## src/rtl/uart_prefetch_unit_pkg.sv

```systemverilog
// Shared types and sizing helpers for the UART instruction prefetcher.
package uart_prefetch_unit_pkg;

  typedef enum logic [2:0] {
    IDLE,
    SEND,
    WAIT_TX,
    RECV,
    PUSH
  } pf_state_e;

  localparam logic [7:0] CMD_FETCH_DEF = 8'h03;

  function automatic int unsigned nbytes(input int unsigned w);
    return w / 8;
  endfunction

  // Bits needed to index n distinct values (minimum 1).
  function automatic int unsigned cnt_w(input int unsigned n);
    return (n < 2) ? 1 : $clog2(n);
  endfunction

endpackage

```

## src/rtl/uart_prefetch_unit_fifo.sv

```systemverilog
// Prefetch queue: DEPTH-entry synchronous FIFO with flush and register-array head.
module prefetch_fifo
  import uart_prefetch_unit_pkg::*;
#(
  parameter int W     = 24,
  parameter int DEPTH = 4
) (
  input  logic                      clk,
  input  logic                      rst_n,
  input  logic                      flush_i,
  input  logic                      push_i,
  input  logic [W-1:0]              push_data_i,
  input  logic                      pop_i,
  output logic [W-1:0]              head_o,
  output logic [cnt_w(DEPTH+1)-1:0] count_o
);

  localparam int PW = cnt_w(DEPTH);
  localparam int CW = cnt_w(DEPTH + 1);

  logic [W-1:0]  mem_q [DEPTH];
  logic [PW-1:0] rd_q;
  logic [PW-1:0] wr_q;
  logic [CW-1:0] cnt_q;
  logic          do_push;
  logic          do_pop;

  assign do_push = push_i && (cnt_q != CW'(DEPTH));
  assign do_pop  = pop_i && (cnt_q != '0);
  assign head_o  = mem_q[rd_q];
  assign count_o = cnt_q;

  always_ff @(posedge clk or negedge rst_n) begin
    if (!rst_n) begin
      rd_q  <= '0;
      wr_q  <= '0;
      cnt_q <= '0;
      for (int i = 0; i < DEPTH; i++) mem_q[i] <= '0;
    end else if (flush_i) begin
      rd_q  <= '0;
      wr_q  <= '0;
      cnt_q <= '0;
    end else begin
      if (do_push) begin
        mem_q[wr_q] <= push_data_i;
        wr_q        <= wr_q + 1'b1;
      end
      if (do_pop) rd_q <= rd_q + 1'b1;
      cnt_q <= cnt_q + CW'(do_push) - CW'(do_pop);
    end
  end

endmodule

```

## src/rtl/uart_prefetch_unit.sv

```systemverilog
// UART instruction prefetcher: serialises fetch requests, queues responses.
module uart_prefetch_unit
  import uart_prefetch_unit_pkg::*;
#(
  parameter int                ADDR_W      = 8,
  parameter int                INSTR_W     = 16,
  parameter int                DEPTH       = 4,
  parameter logic [ADDR_W-1:0] RESET_ADDR  = '0,
  parameter logic [7:0]        CMD_FETCH   = CMD_FETCH_DEF,
  parameter int                TIMEOUT_CYC = 0
) (
  input  logic               clk,
  input  logic               reset,
  output logic               tx_start,
  output logic [7:0]         tx_data,
  input  logic               tx_done,
  input  logic               rx_done,
  input  logic [7:0]         rx_data,
  input  logic               stall_uart,
  output logic               own_uart,
  output logic               instr_valid,
  input  logic               instr_ready,
  output logic [INSTR_W-1:0] instr_data,
  output logic [ADDR_W-1:0]  instr_addr,
  input  logic               redirect_valid,
  input  logic [ADDR_W-1:0]  redirect_addr,
  output logic               timeout_err
);

  localparam int AB  = nbytes(ADDR_W);
  localparam int IB  = nbytes(INSTR_W);
  localparam int TXW = cnt_w(AB + 1);
  localparam int RXW = cnt_w(IB);
  localparam int TOW = cnt_w(TIMEOUT_CYC + 1);
  localparam int CW  = cnt_w(DEPTH + 1);
  localparam int EW  = ADDR_W + INSTR_W;

  pf_state_e          state_q;
  logic [ADDR_W-1:0]  fetch_addr_q;
  logic [ADDR_W-1:0]  req_addr_q;
  logic [INSTR_W-1:0] instr_sh_q;
  logic [TXW-1:0]     tx_idx_q;
  logic [RXW-1:0]     rx_cnt_q;
  logic [TOW-1:0]     tmo_q;
  logic               discard_q;
  logic               tx_start_q;
  logic [7:0]         tx_data_q;
  logic               own_q;
  logic               tmo_err_q;

  logic [CW-1:0]      count;
  logic [EW-1:0]      head;
  logic               push;
  logic               pop;
  logic               can_start;
  logic               last_tx;
  logic               last_rx;
  logic               tmo_hit;
  logic [TXW-1:0]     tx_idx_nx;
  logic [7:0]         nx_byte;

  // Byte idx of a request: 0 is the command, then address MSB first.
  function automatic logic [7:0] req_byte(
    input logic [ADDR_W-1:0] a,
    input logic [TXW-1:0]    idx
  );
    logic [7:0] b;
    b = CMD_FETCH;
    for (int k = 1; k <= AB; k++)
      if (int'(idx) == k) b = a[(AB-k)*8 +: 8];
    return b;
  endfunction

  assign tx_idx_nx = tx_idx_q + 1'b1;
  assign nx_byte   = req_byte(req_addr_q, tx_idx_nx);
  assign last_tx   = (tx_idx_q == TXW'(AB));
  assign last_rx   = (rx_cnt_q == RXW'(IB - 1));
  assign can_start = (count < CW'(DEPTH)) && !stall_uart
                   && !redirect_valid;
  assign tmo_hit   = (TIMEOUT_CYC > 0) && (state_q == RECV) && !rx_done
                   && (tmo_q == TOW'(TIMEOUT_CYC - 1));
  assign push      = (state_q == PUSH) && !discard_q && !redirect_valid;
  assign pop       = instr_valid && instr_ready && !redirect_valid;

  always_ff @(posedge clk or negedge reset) begin
    if (!reset) begin
      state_q      <= IDLE;
      fetch_addr_q <= RESET_ADDR;
      req_addr_q   <= RESET_ADDR;
      instr_sh_q   <= '0;
      tx_idx_q     <= '0;
      rx_cnt_q     <= '0;
      tmo_q        <= '0;
      discard_q    <= 1'b0;
      tx_start_q   <= 1'b0;
      tx_data_q    <= '0;
      own_q        <= 1'b0;
      tmo_err_q    <= 1'b0;
    end else begin
      tx_start_q <= 1'b0;
      tmo_err_q  <= 1'b0;
      if (redirect_valid) begin
        fetch_addr_q <= redirect_addr;
        if (state_q inside {SEND, WAIT_TX, RECV}) discard_q <= 1'b1;
      end
      unique case (state_q)
        IDLE: begin
          if (can_start) begin
            state_q    <= SEND;
            own_q      <= 1'b1;
            req_addr_q <= fetch_addr_q;
            tx_idx_q   <= '0;
            tx_start_q <= 1'b1;
            tx_data_q  <= CMD_FETCH;
          end
        end
        SEND: state_q <= WAIT_TX;
        WAIT_TX: begin
          if (tx_done) begin
            if (last_tx) begin
              state_q  <= RECV;
              rx_cnt_q <= '0;
              tmo_q    <= '0;
            end else begin
              state_q    <= SEND;
              tx_idx_q   <= tx_idx_nx;
              tx_start_q <= 1'b1;
              tx_data_q  <= nx_byte;
            end
          end
        end
        RECV: begin
          if (rx_done) begin
            instr_sh_q <= (instr_sh_q << 8) | INSTR_W'(rx_data);
            rx_cnt_q   <= rx_cnt_q + 1'b1;
            tmo_q      <= '0;
            if (last_rx) state_q <= PUSH;
          end else if (tmo_hit) begin
            // Host went silent: replay the same request from the top.
            tmo_err_q  <= 1'b1;
            state_q    <= SEND;
            tx_idx_q   <= '0;
            rx_cnt_q   <= '0;
            tx_start_q <= 1'b1;
            tx_data_q  <= CMD_FETCH;
          end else if (TIMEOUT_CYC > 0) begin
            tmo_q <= tmo_q + 1'b1;
          end
        end
        PUSH: begin
          state_q   <= IDLE;
          own_q     <= 1'b0;
          discard_q <= 1'b0;
          if (!discard_q && !redirect_valid)
            fetch_addr_q <= fetch_addr_q + 1'b1;
        end
        default: state_q <= IDLE;
      endcase
    end
  end

  prefetch_fifo #(
    .W     (EW),
    .DEPTH (DEPTH)
  ) u_fifo (
    .clk         (clk),
    .rst_n       (reset),
    .flush_i     (redirect_valid),
    .push_i      (push),
    .push_data_i ({req_addr_q, instr_sh_q}),
    .pop_i       (pop),
    .head_o      (head),
    .count_o     (count)
  );

  assign tx_start    = tx_start_q;
  assign tx_data     = tx_data_q;
  assign own_uart    = own_q;
  assign timeout_err = tmo_err_q;
  assign instr_valid = (count != '0);
  assign instr_addr  = head[EW-1:INSTR_W];
  assign instr_data  = head[INSTR_W-1:0];

endmodule

```

## config.mk

```make
export PLATFORM = sky130hd
export DESIGN_NAME = uart_prefetch_unit
export DESIGN_NICKNAME = d
export VERILOG_FILES = /design/src/rtl/uart_prefetch_unit_pkg.sv /design/src/rtl/uart_prefetch_unit_fifo.sv /design/src/rtl/uart_prefetch_unit.sv
export SDC_FILE = /design/constraint.sdc
export NUM_CORES = 1
export LEC_CHECK = 0
export ABC_AREA = 1
export CAP_MARGIN = 20
export CORE_MARGIN = 8
export CORE_UTILIZATION = 50
export CTS_CLUSTER_SIZE = 8
export DETAILED_ROUTE_END_ITERATION = 16
export PLACE_DENSITY = 0.8
export SLEW_MARGIN = 5
export SYNTH_ARGS = -nofsm -noshare
export SYNTH_HDL_FRONTEND = slang
export SYNTH_SLANG_ARGS = --single-unit
```

## constraint.sdc

```tcl
create_clock -name clk -period 3.12 [get_ports clk]
set_clock_uncertainty 0.05 [all_clocks]
set_input_delay 0.624 -clock clk [delete_from_list [all_inputs] [get_ports clk]]
set_output_delay 0.624 -clock clk [all_outputs]
set_load 0.01 [all_outputs]
```

Word-level counts from Yosys, hierarchy flattened
Cells that the tools add are included.
{"block": "op_classes", "n_lt_le_gt_ge": 4, "bitwise_logic": 4, "reduce_logical": 32, "n_shift": 0, "n_addsub": 7, "multipliers": 0, "mux": 42, "n_eq_ne": 11, "n_div": 0}
{"op": "$bwmux 96", "n": 1}
{"op": "$mux 24", "n": 3}
{"op": "$mux 8", "n": 7}
{"op": "$bmux 24 s2", "n": 1}
{"op": "$demux 24 s2", "n": 1}
{"op": "$or 16x8->16", "n": 1}
{"op": "$pmux 8 s2", "n": 1}
{"op": "$mux 3", "n": 5}
{"op": "$reduce_bool 2->1", "n": 7}
{"op": "$mux 1", "n": 13}
{"op": "$ne 2x2->1 const B", "n": 6}
{"op": "$pmux 3 s4", "n": 1}
{"op": "$reduce_and 4->1", "n": 3}
{"op": "$logic_and 1x1->1", "n": 10}
{"op": "$mux 2", "n": 5}
{"op": "$reduce_and 2->1", "n": 5}
{"op": "$add 8x1->8 const B", "n": 1}
{"op": "$pmux 1 s2", "n": 4}
{"op": "$eq 3x2->1 const B", "n": 2}
{"op": "$ge 3x3->1 const B", "n": 2}
{"op": "$not 2->3", "n": 2}
{"op": "$reduce_bool 3->1", "n": 2}
{"op": "$add 2x1->2 const B", "n": 2}
{"op": "$add 3x1->3", "n": 1}
{"op": "11 further kinds", "n": 14}
{"block": "totals", "out_inout_bits": 36, "mem_bits_rw": 0, "register_bits": 151, "latchBits": 0, "romBits": 0, "mem_count": 0}

Longest topological paths before layout
{"block": "logic_depth", "depth_word": 7, "mapped_depth": 11, "mapped_depth_nobuf": 11}

Hierarchy
From an unflattened synthesis, not the netlist that was laid out.
{"block": "hier_totals", "hier_cells": 891, "hier_area_um2": 7302.0}
{"module": "prefetch_fifo", "instances": 1, "area_per_inst_um2": 5009.8, "cells_each": 615}
{"module": "uart_prefetch_unit", "instances": 1, "area_per_inst_um2": 2292.2, "cells_each": 276}

Worst setup path after synthesis
OpenSTA, ideal clock, no wires.
{"block": "synth_timing", "kind": "input to register", "startpoint": "input redirect_valid", "endpoint": "register u_fifo.cnt_q[2], in the netlist u_fifo.count_o[2]", "required_ps": 2939, "slack_ps": 988, "cell_stages": 10, "arrival_time_ps": 1951, "path_cell_list": "inv_2 -> nand2_1 -> nor2_8 -> nand2_1 -> inv_1 -> ha_1 -> inv_1 -> fa_1 -> xor2_1 -> nor2_1"}
{"block": "synth_between", "elab_chain_cells": 6}
{"element": "start: declaration", "line_no": "uart_prefetch_unit.sv:25", "rtl": "input logic redirect_valid,"}
{"element": "$logic_not 1->1", "line_no": "uart_prefetch_unit.sv:82, uart_prefetch_unit.sv:83"}
{"element": "$logic_and 1x1->1", "line_no": "uart_prefetch_unit.sv:82", "rtl": "assign push = (state_q == PUSH) && !discard_q && !redirect_valid;"}
{"element": "$logic_and 1x1->1", "line_no": "uart_prefetch_unit_fifo.sv:28", "rtl": "assign do_push = push_i && (cnt_q != CW'(DEPTH));"}
{"element": "$add 3x1->3", "line_no": "uart_prefetch_unit_fifo.sv:49", "rtl": "cnt_q <= cnt_q + CW'(do_push) - CW'(do_pop);"}
{"element": "$sub 3x1->3", "line_no": "uart_prefetch_unit_fifo.sv:49"}
{"element": "$mux 3 *", "line_no": "uart_prefetch_unit_fifo.sv:39", "rtl": "end else if (flush_i) begin"}
{"element": "end signal: assignment", "line_no": "uart_prefetch_unit_fifo.sv:49"}
{"element": "end: declaration", "line_no": "uart_prefetch_unit_fifo.sv:24", "rtl": "logic [CW-1:0] cnt_q;"}
Mark *: on every way between the ends. The rest lies on a longest branch, timed or not.
A chain may end at the register's enable or synchronous reset.

Worst setup path in the final report
{"block": "layout_timing", "startpoint": "register u_fifo.rd_q[1]", "endpoint": "output instr_addr[5]"}
{"block": "layout_between", "elab_chain_cells": 4}
{"element": "start: declaration", "line_no": "uart_prefetch_unit_fifo.sv:22", "rtl": "logic [PW-1:0] rd_q;"}
{"element": "start signal: assignment", "line_no": "uart_prefetch_unit_fifo.sv:48", "rtl": "if (do_pop) rd_q <= rd_q + 1'b1;"}
{"element": "$not 2->3 (not written as such)", "line_no": "uart_prefetch_unit_fifo.sv:30", "rtl": "assign head_o = mem_q[rd_q];"}
{"element": "$bmux 24 s2", "line_no": "uart_prefetch_unit_fifo.sv:30"}
{"element": "$mux 24 (not written as such) (2 in series)", "line_no": "uart_prefetch_unit_fifo.sv:30"}
{"element": "end: declaration", "line_no": "uart_prefetch_unit.sv:24", "rtl": "output logic [ADDR_W-1:0] instr_addr,"}
Every way passes these cells. The select of a mux whose other input is x is not followed.

==> metrics.log <==
INFO  metric outcome = finished, final reports clean
INFO  metric grt_pass1_vias = 5362
INFO  metric yosys.area.top_type_share = 55.7%
INFO  metric grt_overflow_total = 0
INFO  metric synthFlopType = dfrtp_1
INFO  metric min_period_over_period = 91.6%
INFO  metric synth_common_cells = nand2_1 (170), dfrtp_1 (151), o21ai_0 (98)
INFO  metric grt_antenna_before_repair = 0
INFO  metric grt_setup_unrepaired = false
INFO  metric ios = 59
INFO  metric cts_inserted_buffers = 17
INFO  metric filler_cell_count = 1096
INFO  metric worstSkewPairLatency = 0.42 ns
INFO  metric num_antenna_cells = 0
INFO  metric synth_seq_cells = 151
INFO  metric dieArea = 17600 um^2
INFO  metric static-leakage-power = 0.00382 uW
INFO  metric path_max_fanout = 26
INFO  metric h-tree-depth = 4
INFO  metric io_buffer_count = 57
INFO  metric dpl-instance-area = 7450 um^2
INFO  metric finalWirelength = 15.3 mm
INFO  metric wire_length_of_the_first_global_routing_pass = 26.4 mm
INFO  metric final_period_minus_worst_setup_slack = 2.86 ns
INFO  metric slew-limit-headroom = 56.8%
INFO  metric clock-sinks = 151
INFO  metric cts_setup_buffers = 0
INFO  metric regArea = 3780 um^2
INFO  metric firstDrtPassIters = 5
INFO  metric critPathKind = flop to primary output
INFO  metric layoutNonFillerInstCount = 1003
INFO  metric finalWeightedCongestion = 0.810
INFO  metric power_density = 792 nW/um^2
INFO  metric ctsLongestPathBuffers = 2
INFO  metric synth_top_cells_by_area = dfrtp_1 (56%), nand2_1 (9.4%), o21ai_0 (7.2%)
INFO  metric combined_area_of_the_multi_input_logic_cells = 2500 um^2
INFO  metric cts_tree = done
INFO  metric clock.fmax = 350 MHz
INFO  metric worstReg2RegStart = u_fifo.count_o[1]
INFO  metric syn_avg_cell_area = 8.85 um^2
INFO  metric largest_net_degree_at_the_start_of_global_routing = 62
INFO  metric hold_viol = 0
INFO  metric synth_nets = 798
INFO  metric r2r-end = u_fifo.count_o[2]
INFO  metric worstSetupEndpointType = primary output
INFO  metric setup_violations = 0
INFO  metric cts_root_buf = clkbuf_16
INFO  metric yosysSeqAreaShare = 55.7%
INFO  metric timing_max_transition_violations_final = 0
INFO  metric number_of_enable_flip_flop_cells_after_synthesis = 0
INFO  metric final_nets = 845
INFO  metric clk_transition_reported_paths = 0.06 ns
INFO  metric setup_total_negative_slack = 0 ns
INFO  metric via_count = 5418
INFO  metric final_area = 8040 um^2
INFO  metric start_kind = flop
INFO  metric cp_data_arrival_time = 2.18 ns
INFO  metric netlist_instances = 767
INFO  metric die_height = 133 um
INFO  metric tightestPinTransition = 0.647 ns
INFO  metric post-synth-top-area-cell = dfrtp_1
INFO  metric worst-r2r-cell-count = 11
INFO  metric viasPerCell = 5.40
INFO  metric rows = 42
INFO  metric synth.most_common_cell = nand2_1
INFO  metric cap_viol_max_count = 0
INFO  metric vdd_drop_max = 0.000400 V
INFO  metric wl_per_cell = 15.2 um
INFO  metric antenna_left = 0
INFO  metric layout-drive-gt1-share = 9.31%
INFO  metric ys_types = 28
INFO  metric placed_cells_incl_taps = 971
INFO  metric synth_warnings = 0
INFO  metric worst-endpoint-required = 2.45 ns
INFO  metric reg2reg_setup_slack = 1.00 ns
INFO  metric detail_route.iter0.violations = 605
INFO  metric drt_drc_violations_left = 0
INFO  metric grt_util_all_layers = 18.2%
INFO  metric mappedNetlistArea = 6790 um^2
INFO  metric die_w = 133 um
INFO  metric initial_core_util = 51.2%
INFO  metric hpwlAfterDp = 9.34 mm
INFO  metric area_growth_syn_to_layout = 18.5%
INFO  metric synth_async_sr_flop_share = 100%
INFO  metric core_area = 13200 um^2
INFO  metric hp-class = input pin to asynchronous set/reset pin
-- cells in the final DEF (no fill, tap or decap), types with 2 or more instances in the layout --
cell type	Yosys	layout
nand2_1	170	170
dfrtp_1	151	151
o21ai_0	98	98
o21ai_1	70	70
nor2_1	68	68
inv_1	59	58
clkdlybuf4s50_1	0	56
nand3_1	24	24
o22ai_1	24	24
clkbuf_16	0	17
o21ai_2	16	16
buf_4	1	15
a21oi_1	11	11
ha_1	7	7
inv_6	0	6
nand3_2	5	5
nand4_1	5	5
clkinvlp_4	0	4
xor2_1	4	4
clkinv_2	0	2
bufinv_16	0	2
buf_12	0	2
-- state kept, by name (all words and copies together), names as in the netlist, 2 cells and up --
register,cells
u_fifo.rd_q,2
fetch_addr_q,8
req_addr_q,8
instr_sh_q,16
u_fifo.mem_q,96
tx_data,8
u_fifo.count_o,3
u_fifo.wr_q,2
state_q,3
-- cell families after synthesis --
group	synth area share, %
simple gates	16.9
compound gates	17.6
flops	55.7
buf+inv	7.50
fa+ha+maj	1.59
xor+xnor	0.645
other cells	0.0553
-- final cells by class --
class / count / share of cell area (%)
Inverter: 60 / 2.85
Tap cell: 176 / 2.74
Multi-Input combinational cell: 510 / 31.1
Clock buffer: 17 / 5.29
Clock inverter: 15 / 2.05
Timing Repair Buffer: 74 / 9.01
Sequential cell: 151 / 47.0
-- worst max path at each step --
stage | startpoint | end | slack [ns] | cells after the start
floorplan | redirect_valid | u_fifo.count_o[2] | 0.99 | 10
global placement | redirect_valid | u_fifo.count_o[2] | 0.49 | 11
detailed placement | redirect_valid | u_fifo.count_o[2] | 0.44 | 11
CTS | u_fifo.rd_q[1] | instr_data[7] | 0.09 | 5
global route | u_fifo.rd_q[1] | instr_addr[1] | 0.17 | 4
finish | u_fifo.rd_q[1] | instr_addr[5] | 0.26 | 4
-- power breakdown --
part / switching, uW / leakage [uW] / internal [uW]
registers: 183 / 0.00202 / 2250
clock network: 842 / 0.000283 / 1200
logic: 1130 / 0.00152 / 769
total: 2160 / 0.00382 / 4220
-- worst max-delay path, stage by stage (launching register included) --
cell and delay (ns):
dfrtp_1 0.38, buf_4 0.34, o21ai_0 0.15, o22ai_1 0.29, clkdlybuf4s50_1 0.60
-- per-layer routing --
metal  routed length (um)  part of all wire, %  vias to the layer above  track usage, %
met3                  739                  4.8                       27            4.09
met4                  272                  1.8                        0            6.94
met5                    0                    0                        -               0
met2                 7300                   48                      146            28.5
li1                     -                    -                     2624               -
met1                 6960                   46                     2621            24.2
-- repair_timing --
item	CTS	global route
setup endpoints to repair	0	1
resized for setup	0	1
hold buffers	0	0
-- through the flow --
| step | setup slack [ns] | util (%) | hold slack [ns] | power [uW] |
|---|---|---|---|---|
| after floorplan | 0.988 | - | 0.278 | 3510 |
| after global placement | 0.491 | 56.2 | 0.410 | 4310 |
| after detailed placement | 0.444 | 56.2 | 0.416 | 4350 |
| after CTS | 0.0928 | 60.7 | 0.135 | 6410 |
| after global routing | 0.173 | 60.7 | 0.150 | 6730 |
| final | 0.261 | 60.7 | 0.116 | 6370 |
(Power assumes the default switching activity.)
